$ cat config.mk
export PLATFORM = sky130hd
export DESIGN_NAME = uart_tx_flat
export DESIGN_NICKNAME = d
export VERILOG_FILES = /design/src/rtl/uart_tx_if.sv /design/src/rtl/uart_tx.sv /design/src/flat_wrapper.sv
export SDC_FILE = /design/constraint.sdc
export NUM_CORES = 1
export LEC_CHECK = 0
export ABC_AREA = 0
export BUFFER_PORTS_ARGS = -buffer_cell sky130_fd_sc_hd__buf_2
export CAP_MARGIN = 0
export CORE_MARGIN = 1.5
export CORE_UTILIZATION = 50
export CTS_BUF_LIST = sky130_fd_sc_hd__clkbuf_8
export DETAILED_ROUTE_END_ITERATION = 8
export GPL_TIMING_DRIVEN = 0
export PLACE_DENSITY = 0.68
export SKIP_LAST_GASP = 1
export SLEW_MARGIN = 20
export SYNTH_ARGS = -nofsm -noshare
export SYNTH_HDL_FRONTEND = slang
export SYNTH_SLANG_ARGS = --single-unit
$ cat constraint.sdc
create_clock -name clk -period 3.6 [get_ports clk]
set_input_delay 0.36 -clock clk [delete_from_list [all_inputs] [get_ports clk]]
set_output_delay 0.36 -clock clk [all_outputs]
set_load 0.01 [all_outputs]
$ cat src/rtl/uart_tx_if.sv
// ---------------------------------------------------------------------------
// uart_if -- parallel-word handshake bundle plus the serial line of one UART
// direction.
//   data  : word to send (producer -> transmitter)
//   valid : producer has a word (producer -> transmitter)
//   ready : transmitter idle and able to accept (transmitter -> producer)
//   sig   : serial line, idle high (transmitter -> pad)
// Modport tx is the transmitter side.
// ---------------------------------------------------------------------------
interface uart_if #(
    parameter int DATA_WIDTH = 8
);
    logic [DATA_WIDTH-1:0] data;
    logic                  valid;
    logic                  ready;
    logic                  sig;

    modport tx (
        input  data,
        input  valid,
        output ready,
        output sig
    );
endinterface

$ cat src/rtl/uart_tx.sv
// ---------------------------------------------------------------------------
// uart_tx -- UART transmitter. Accepts one word per valid/ready handshake on
// txif and sends it as a start bit, DATA_WIDTH data bits LSB first, and a
// stop bit. Each bit lasts PULSE_WIDTH = CLK_FREQ / BAUD_RATE clocks.
//
// Ports:
//   clk   : sole clock, rising edge
//   rstn  : synchronous reset, active HIGH (rstn = 1 resets)
//   txif  : uart_if.tx -- data/valid in, ready/sig out (both registered)
//
// Build option:
//   UART_TX_PARITY_EN -- when defined, an even-parity bit (XOR of the data
//   bits) follows the last data bit and the frame grows by one bit-time.
// ---------------------------------------------------------------------------
module uart_tx #(
    parameter int DATA_WIDTH = 8,
    parameter int BAUD_RATE  = 115200,
    parameter int CLK_FREQ   = 100_000_000
) (
    input  logic clk,
    input  logic rstn,
    uart_if.tx   txif
);

    localparam int PULSE_WIDTH = CLK_FREQ / BAUD_RATE;
    // Guard against zero-width counters for degenerate parameter choices.
    localparam int TW = (PULSE_WIDTH > 1) ? $clog2(PULSE_WIDTH) : 1;
    localparam int IW = (DATA_WIDTH > 1) ? $clog2(DATA_WIDTH) : 1;
    localparam logic [TW-1:0] T_LAST = TW'(PULSE_WIDTH - 1);
    localparam logic [IW-1:0] I_LAST = IW'(DATA_WIDTH - 1);

    typedef enum logic [2:0] {
        IDLE,
        START,
        DATA,
`ifdef UART_TX_PARITY_EN
        PARITY,
`endif
        STOP
    } state_e;

    state_e                state_q, state_d;
    logic [TW-1:0]         timer_q, timer_d;
    logic [IW-1:0]         idx_q,   idx_d;
    logic [DATA_WIDTH-1:0] shreg_q, shreg_d;
    logic                  sig_q,   sig_d;
    logic                  ready_q, ready_d;

    logic                  tick;
    logic [IW-1:0]         idx_nxt;

    assign tick    = (timer_q == T_LAST);
    assign idx_nxt = idx_q + IW'(1);

    // Outputs are computed one cycle ahead (sig_d/ready_d) so that the line
    // level for each bit is launched straight from a flop on the edge that
    // starts the bit.
    always_comb begin
        state_d = state_q;
        timer_d = timer_q;
        idx_d   = idx_q;
        shreg_d = shreg_q;
        sig_d   = sig_q;
        ready_d = ready_q;

        if (state_q != IDLE) begin
            timer_d = tick ? '0 : timer_q + TW'(1);
        end

        case (state_q)
            IDLE: begin
                if (txif.valid && ready_q) begin
                    shreg_d = txif.data;
                    timer_d = '0;
                    idx_d   = '0;
                    sig_d   = 1'b0;
                    ready_d = 1'b0;
                    state_d = START;
                end
            end
            START: begin
                if (tick) begin
                    sig_d   = shreg_q[0];
                    idx_d   = '0;
                    state_d = DATA;
                end
            end
            DATA: begin
                if (tick) begin
                    if (idx_q == I_LAST) begin
`ifdef UART_TX_PARITY_EN
                        sig_d   = ^shreg_q;
                        state_d = PARITY;
`else
                        sig_d   = 1'b1;
                        state_d = STOP;
`endif
                    end else begin
                        idx_d = idx_nxt;
                        sig_d = shreg_q[idx_nxt];
                    end
                end
            end
`ifdef UART_TX_PARITY_EN
            PARITY: begin
                if (tick) begin
                    sig_d   = 1'b1;
                    state_d = STOP;
                end
            end
`endif
            STOP: begin
                // ready rises on the edge that ends the stop bit; a held
                // valid is then taken on the following edge.
                if (tick) begin
                    sig_d   = 1'b1;
                    ready_d = 1'b1;
                    state_d = IDLE;
                end
            end
            default: begin
                sig_d   = 1'b1;
                ready_d = 1'b1;
                state_d = IDLE;
            end
        endcase
    end

    always_ff @(posedge clk) begin
        if (rstn) begin
            state_q <= IDLE;
            timer_q <= '0;
            idx_q   <= '0;
            shreg_q <= '0;
            sig_q   <= 1'b1;
            ready_q <= 1'b1;
        end else begin
            state_q <= state_d;
            timer_q <= timer_d;
            idx_q   <= idx_d;
            shreg_q <= shreg_d;
            sig_q   <= sig_d;
            ready_q <= ready_d;
        end
    end

    assign txif.sig   = sig_q;
    assign txif.ready = ready_q;

endmodule

$ cat src/flat_wrapper.sv
// flat-port wrapper written by rule: the top's interface ports become plain ports
module uart_tx_flat 
#(
    parameter int DATA_WIDTH = 8,
    parameter int BAUD_RATE  = 115200,
    parameter int CLK_FREQ   = 100_000_000
)
  (clk, rstn, txif_data, txif_valid, txif_ready, txif_sig);
  uart_if #(.DATA_WIDTH(DATA_WIDTH)) txif_i ();
  input  logic clk;
  input  logic rstn;
  input wire logic [$bits(txif_i.data)-1:0] txif_data;
  input wire logic [$bits(txif_i.valid)-1:0] txif_valid;
  output wire logic [$bits(txif_i.ready)-1:0] txif_ready;
  output wire logic [$bits(txif_i.sig)-1:0] txif_sig;
  assign txif_i.data = txif_data;
  assign txif_i.valid = txif_valid;
  assign txif_ready = txif_i.ready;
  assign txif_sig = txif_i.sig;
  uart_tx #(.DATA_WIDTH(DATA_WIDTH), .BAUD_RATE(BAUD_RATE), .CLK_FREQ(CLK_FREQ)) u_core (.clk(clk), .rstn(rstn), .txif(txif_i));
endmodule
==> impl_metrics.tcl, run 1 <==
set metrics [dict create \
    status "completed" \
    timing.final.hold_violations 0 \
    p_leak_nw 0.592 \
    slowest_stage "or4b_1" \
    row_count 18 \
    ir_drop_mv 0.411 \
    cts_tree "yes" \
    synth.largest_area_cell "dfxtp_1" \
    drc 0 \
    ant_nets 0 \
    worstHoldPathType "in2reg" \
    cts-buffers-inserted 3 \
    slew_headroom_pct 52.5 \
    finalClockSkew_ps 1.87 \
    clkTransAtPathRegs_ps 90 \
    layout.cells.non_filler 195 \
    vias 1131 \
    maxCapViolCount 0 \
    grt_first_pass_wirelength_mm 4.18 \
    regToRegSetupSlack_ps 1570 \
    crit_chain "inv_1 -> ha_1 -> buf_2 -> a21boi_0 -> nand2b_1 -> or4b_1 -> a21oi_1" \
    powerDensity_nw_per_um2 601 \
    syn_nets 168 \
    register_area_um2 500 \
    startpoint_type "flop" \
    arrival_ps 2230 \
    viasPerCell 5.80 \
    num_antenna_cells 0 \
    dp_hpwl_mm 1.89 \
    cp.required_ps 3800 \
    synthDistinctLibCells 38 \
    yosysTopAreaCellShare_pct 37.5 \
    routed_wl_mm 2.54 \
    grt_max_degree 15 \
    cts_root_buffer "clkbuf_8" \
    dieArea_um2 2990 \
    grt.total_usage_pct 19.6 \
    area_delta_synth_final_pct 10.8 \
    avgSynthCellArea_um2 8.97 \
    grt_pass1_vias 990 \
    dieWidth_um 54.7 \
    clockBufferDepth 2 \
    nets 185 \
    overflow 0 \
    ios 13 \
    rsz0062_at_grt "false" \
    finalCritPeriodShare_pct 56.5 \
    ys_seq_elements 25 \
    antenna_found_initial 0 \
    worstSetupEndpointType "flop" \
    clock_latency_ps 270 \
    detail_route.wl_per_cell_um 13.0 \
    synth-seq-area-share_pct 37.5 \
    synth_area_um2 1340 \
    ctsHoldBuffers 0 \
    drive_gt1_share_pct 16.4 \
    finalPower_mw 0.889 \
    dp_slack_ps 1600 \
    die_h_um 54.7 \
    worst_pin_slew_ps 709 \
    netlist_instances 149 \
    tns_ps 0 \
    critPathBufInv 2 \
    postCtsSetupBuffers 0 \
    ctsResizeCount 0 \
    finalSetupViolCount 0 \
    firstDrtPassIters 4 \
    drtIter0Drc 22 \
    crit_path_max_fanout 10 \
    multi_input_area_um2 792 \
    htreeDepth 1 \
    coreArea_um2 2500 \
    synth_area_leaders "dfxtp_1, ha_1, mux2i_1" \
    yosys_warnings 0 \
    finalCriticalPeriod_ps 2030 \
    fillers 228 \
    fin_ws_ps 1570 \
    dp.cells 191 \
    cp_top_family "simple AND/OR/NAND/NOR gates" \
    critPathMaxStageDelay_ps 500 \
    fmax_ghz 0.492 \
    gp_congestion 0.772 \
    cts_sinks 25 \
    drv_slew 0 \
    io_buffers 12 \
    crit_type "reg2reg" \
    initial_utilization_pct 53.5 \
]
==> layout by cell type (no fill, tap or decap), types with 2 or more instances in the layout <==
| cell | n |
|---|---|
| a21oi_1 | 13 |
| a31oi_2 | 2 |
| buf_2 | 14 |
| clkbuf_1 | 4 |
| clkbuf_8 | 3 |
| dfxtp_1 | 25 |
| ha_1 | 8 |
| inv_1 | 5 |
| mux2i_1 | 10 |
| mux4_2 | 2 |
| nand2_1 | 10 |
| nand3_1 | 4 |
| nor2_1 | 20 |
| nor2b_1 | 2 |
| nor3_1 | 2 |
| nor4_1 | 5 |
| o211ai_1 | 2 |
| o21ai_0 | 9 |
| o31a_1 | 2 |
| o41ai_1 | 3 |
==> sequential cells by signal (all words and copies together) (netlist names) <==
| name | cells |
|---|---|
| u_core.txif.sig | 1 |
| u_core.state_q | 2 |
| u_core.idx_q | 3 |
| u_core.txif.ready | 1 |
| u_core.timer_q | 10 |
| u_core.shreg_q | 8 |
==> metrics by stage <==
step	utilization (%)	hold WS, ps	instance area [um^2]
finish	59.2	318	1480
global route	59.2	323	1480
detailed placement	57.4	480	1430
global placement	57.4	473	1430
CTS	59.2	318	1480
floorplan	-	458	1340
==> logic make-up (layout without fill, tap and decap cells) <==
| logic type | count (synthesis) | in the layout | synth area share [%] |
|---|---|---|---|
| flip-flops | 25 | 25 | 37.5 |
| multiplexers | 13 | 13 | 11.7 |
| AND/OR/NAND/NOR | 51 | 51 | 19.3 |
| XOR/XNOR | 2 | 2 | 1.31 |
| AO/OA/AOI/OAI | 39 | 39 | 19.5 |
| buffers and inverters | 11 | 27 | 3.28 |
| adder cells (fa/ha/maj) | 8 | 8 | 7.49 |
==> layout make-up <==
type                            instances  share of cell area, %
Multi-Input combinational cell        113                   53.5
Sequential cell                        25                   33.8
Clock inverter                          1                  0.338
Buffer                                  6                   1.69
Timing Repair Buffer                   12                   4.06
Clock buffer                            3                   2.79
Tap cell                               30                   2.54
Inverter                                5                   1.27
==> tightest hold or removal path: cells and delay by family <==
kind,cells,cell delay [ps]
muxes,1,50
buffers and inverters,1,70
and+or+nand+nor,1,70
==> routing by layer <==
| layer | track usage, % | vias to the layer above | share of wire (%) |
|---|---|---|---|
| met3 | 4.10 | 2 | 2.7 |
| met2 | 32.7 | 16 | 48 |
| met4 | 7.50 | 0 | 0.94 |
| met1 | 24.5 | 530 | 49 |
| met5 | 0 | - | 0 |
| li1 | - | 583 | - |
==> Yosys cell counts (all sizes together) <==
cell type	instances
nand3b	1
or4b	1
nand2	10
a31oi	3
buf	2
mux4	2
a221o	1
nor4	5
o31a	3
nand2b	1
a2bb2oi	1
nor2b	2
and4b	1
xor2	1
a21boi	1
o21ai	9
a31o	1
nand4	1
nor3	3
xnor2	1
and2	1
nor2	20
a21oi	13
ha	8
a21o	1
inv	5
clkbuf	4
a22oi	1
nand3	4
o211ai	2
mux2i	10
o41ai	3
dfxtp	25
or4	1
mux2	1
==> report_power, final <==
part	internal, mW	leakage [nW]	total (mW)	switching (mW)
sequential	0.323	0.204	0.357	0.0341
clock	0.0774	0.0255	0.167	0.0893
combinational	0.151	0.363	0.366	0.215
==> path summary, 6_finish.rpt <==
| kind | to | depth (start not counted) | from |
|---|---|---|---|
| worst max-delay path | u_core.idx_q[0]$_SDFFE_PP0P_ | 7 | u_core.state_q[0]$_SDFFE_PP0P_ |
| worst max register to register | u_core.idx_q[0]$_SDFFE_PP0P_ | 7 | u_core.state_q[0]$_SDFFE_PP0P_ |
| worst min-delay path | u_core.shreg_q[2]$_SDFFE_PP0P_ | 3 | txif_data[2] |
| worst min register to register | u_core.timer_q[9]$_SDFF_PP0_ | 2 | u_core.timer_q[9]$_SDFF_PP0_ |
Power figures use the tool's default switching activity.
==> inputs of run 2 (changes only) <==
Settings changed: ABC_AREA 0 to 1, PLACE_DENSITY 0.68 to 0.71.
Clock period 3.6 ns to 1.8 ns, I/O delays scaled along.
==> run 2 against run 1 <==
Sequential power up 120%. Count of clock-buffer cells in the layout unchanged. Utilization up 0.38 points. Die area up 2.4%. Largest cell class unchanged. Highest routed layer unchanged.
==> impl_metrics.tcl, run 2 <==
set metrics [dict create \
    status "completed" \
    synth_area_leaders "dfxtp_1, nand2_1, a21oi_1" \
    area_delta_synth_final_pct 10.7 \
    ant_nets 0 \
    synth-seq-area-share_pct 36.5 \
    worstSetupEndpointType "flop" \
    maxCapViolCount 0 \
    drive_gt1_share_pct 13.2 \
    synthDistinctLibCells 21 \
    timing.rr.start "u_core.state_q[0]$_SDFFE_PP0P_" \
    fmax_ghz 0.612 \
    crit_top_cell "nand2_1" \
    yosys_warnings 0 \
    grt_pass1_vias 1166 \
    cts_sinks 25 \
    p_leak_nw 0.650 \
    gp_congestion 0.788 \
    finalCritPeriodShare_pct 90.8 \
    min_from "rstn" \
    finalSetupViolCount 0 \
    grt_first_pass_wirelength_mm 5.04 \
    synthTopCellsByCount "nand2_1, inv_1, dfxtp_1" \
    biggestRegsByFlops "u_core.timer_q x10, u_core.shreg_q x8, u_core.idx_q x3" \
    arrival_ps 1780 \
    finalClockSkew_ps 7.60 \
    critPathMaxStageDelay_ps 380 \
    crit_type "reg2reg" \
    r2r_cells 8 \
    drtIter0Drc 66 \
    nets 239 \
    ys_seq_elements 25 \
    drc 0 \
    dp_hpwl_mm 2.24 \
    rsz0062_at_grt "false" \
    num_antenna_cells 0 \
    largest_register "u_core.timer_q" \
    cts_root_buffer "clkbuf_8" \
    finalCriticalPeriod_ps 1630 \
    cp.required_ps 1950 \
    viasPerCell 5.29 \
    synth_edf_count 0 \
    cp.depth 8 \
    critPathBufInv 2 \
    synth_flop_cell "dfxtp_1" \
    drv_slew 0 \
    timing.final.hold_violations 0 \
    synth.largest_area_cell "dfxtp_1" \
    io_buffers 12 \
    detail_route.wl_per_cell_um 11.9 \
    cts_tree "yes" \
    netlist_instances 203 \
    dp_slack_ps 189 \
    row_count 18 \
    final_cell_area_um2 1520 \
    final_core_util_pct 59.6 \
    synth_most_common_cell "nand2_1" \
    worst_pin_slew_ps 496 \
    grt_max_degree 16 \
    fillers 257 \
    cts-buffers-inserted 3 \
    dieArea_um2 3060 \
    crit_chain "inv_1 -> ha_1 -> clkbuf_2 -> a21o_1 -> nor2_1 -> nand2_1 -> nand2_1 -> a21oi_1" \
    die_h_um 55.3 \
    ir_drop_mv 1.05 \
    initial_utilization_pct 53.8 \
    dieWidth_um 55.3 \
    firstDrtPassIters 4 \
    tns_ps 0 \
    synth_area_um2 1370 \
    htreeDepth 1 \
    avgSynthCellArea_um2 6.75 \
    largest_reg_flops 10 \
    postCtsSetupBuffers 0 \
    vias 1316 \
    hold_depth 3 \
    ctsHoldBuffers 0 \
    cp_top_family "simple AND/OR/NAND/NOR gates" \
    powerDensity_nw_per_um2 1390 \
    ios 13 \
    clkTransAtPathRegs_ps 100 \
    yosysTopAreaCellShare_pct 36.5 \
    clockBufferDepth 2 \
    synth-async-reset-ratio_pct 0 \
    routed_wl_mm 2.96 \
    worstHoldPathType "in2reg" \
    slowest_stage "dfxtp_1" \
    crit_path_start "u_core.state_q[0]$_SDFFE_PP0P_" \
    slew_headroom_pct 67.0 \
    place_area_um2 1470 \
    crit_path_max_fanout 8 \
    clock_latency_ps 280 \
    final_cell_mix "nand2_1, inv_1, dfxtp_1" \
    syn_nets 222 \
    startpoint_type "flop" \
    grt.total_usage_pct 20.5 \
    overflow 0 \
    fin_ws_ps 166 \
    ctsResizeCount 0 \
    antenna_found_initial 0 \
    coreArea_um2 2540 \
    final_common_cell "nand2_1" \
]
==> run 2: tightest hold or removal path: stages <==
cell and delay, ps:
buf_2 100, a21oi_1 40, o21a_1 90
==> run 2: cell type report <==
class,count,area [um^2],share of cell area (%)
flip-flops and latches,25,500,33.0
multi-input cells,145,742,48.9
repair buffers,12,60.1,3.96
plain buffers,4,18.8,1.24
clock buffers,3,41.3,2.72
well taps,30,37.5,2.48
inverters,29,109,7.18
clock inverters,1,7.51,0.495
==> run 2: path summary, 6_finish.rpt <==
kind | to | slack, ps
hold / removal | u_core.timer_q[5]$_SDFF_PP0_ | 180
setup / recovery | u_core.idx_q[1]$_SDFFE_PP0P_ | 170
hold reg to reg | u_core.shreg_q[2]$_SDFFE_PP0P_ | 460
setup reg to reg | u_core.idx_q[1]$_SDFFE_PP0P_ | 170
==> run 2: logic make-up after synthesis <==
logic type / count (synthesis) / synth area share [%]
fa+ha+maj: 8 / 7.31
xor+xnor: 1 / 0.639
compound gates: 42 / 16.3
simple gates: 94 / 30.0
flops: 25 / 36.5
buf+inv: 33 / 9.31
==> run 2: layer usage <==
layer,vias to the layer above,GRT usage (%),share of wire [%]
li1,684,-,-
met1,607,27.5,47
met2,21,31.6,47
met3,4,2.81,3.9
met4,0,11.5,1.8
met5,-,0,0
==> run 2: power by group <==
group          total (mW)  leakage [nW]  internal (mW)  switching (mW)
combinational       0.988         0.423          0.330           0.657
sequential          0.773         0.204          0.678          0.0944
clock               0.350        0.0217          0.157           0.192
total                2.11         0.650           1.17           0.944
==> run 2: per-stage QoR <==
step / hold slack [ps] / instances / total power [mW]
after CTS: 174 / 249 / 2.11
after global routing: 168 / 249 / 2.30
final: 177 / 249 / 2.11
after floorplan: 335 / 203 / 1.52
after detailed placement: 437 / 245 / 1.76
after global placement: 432 / 245 / 1.71
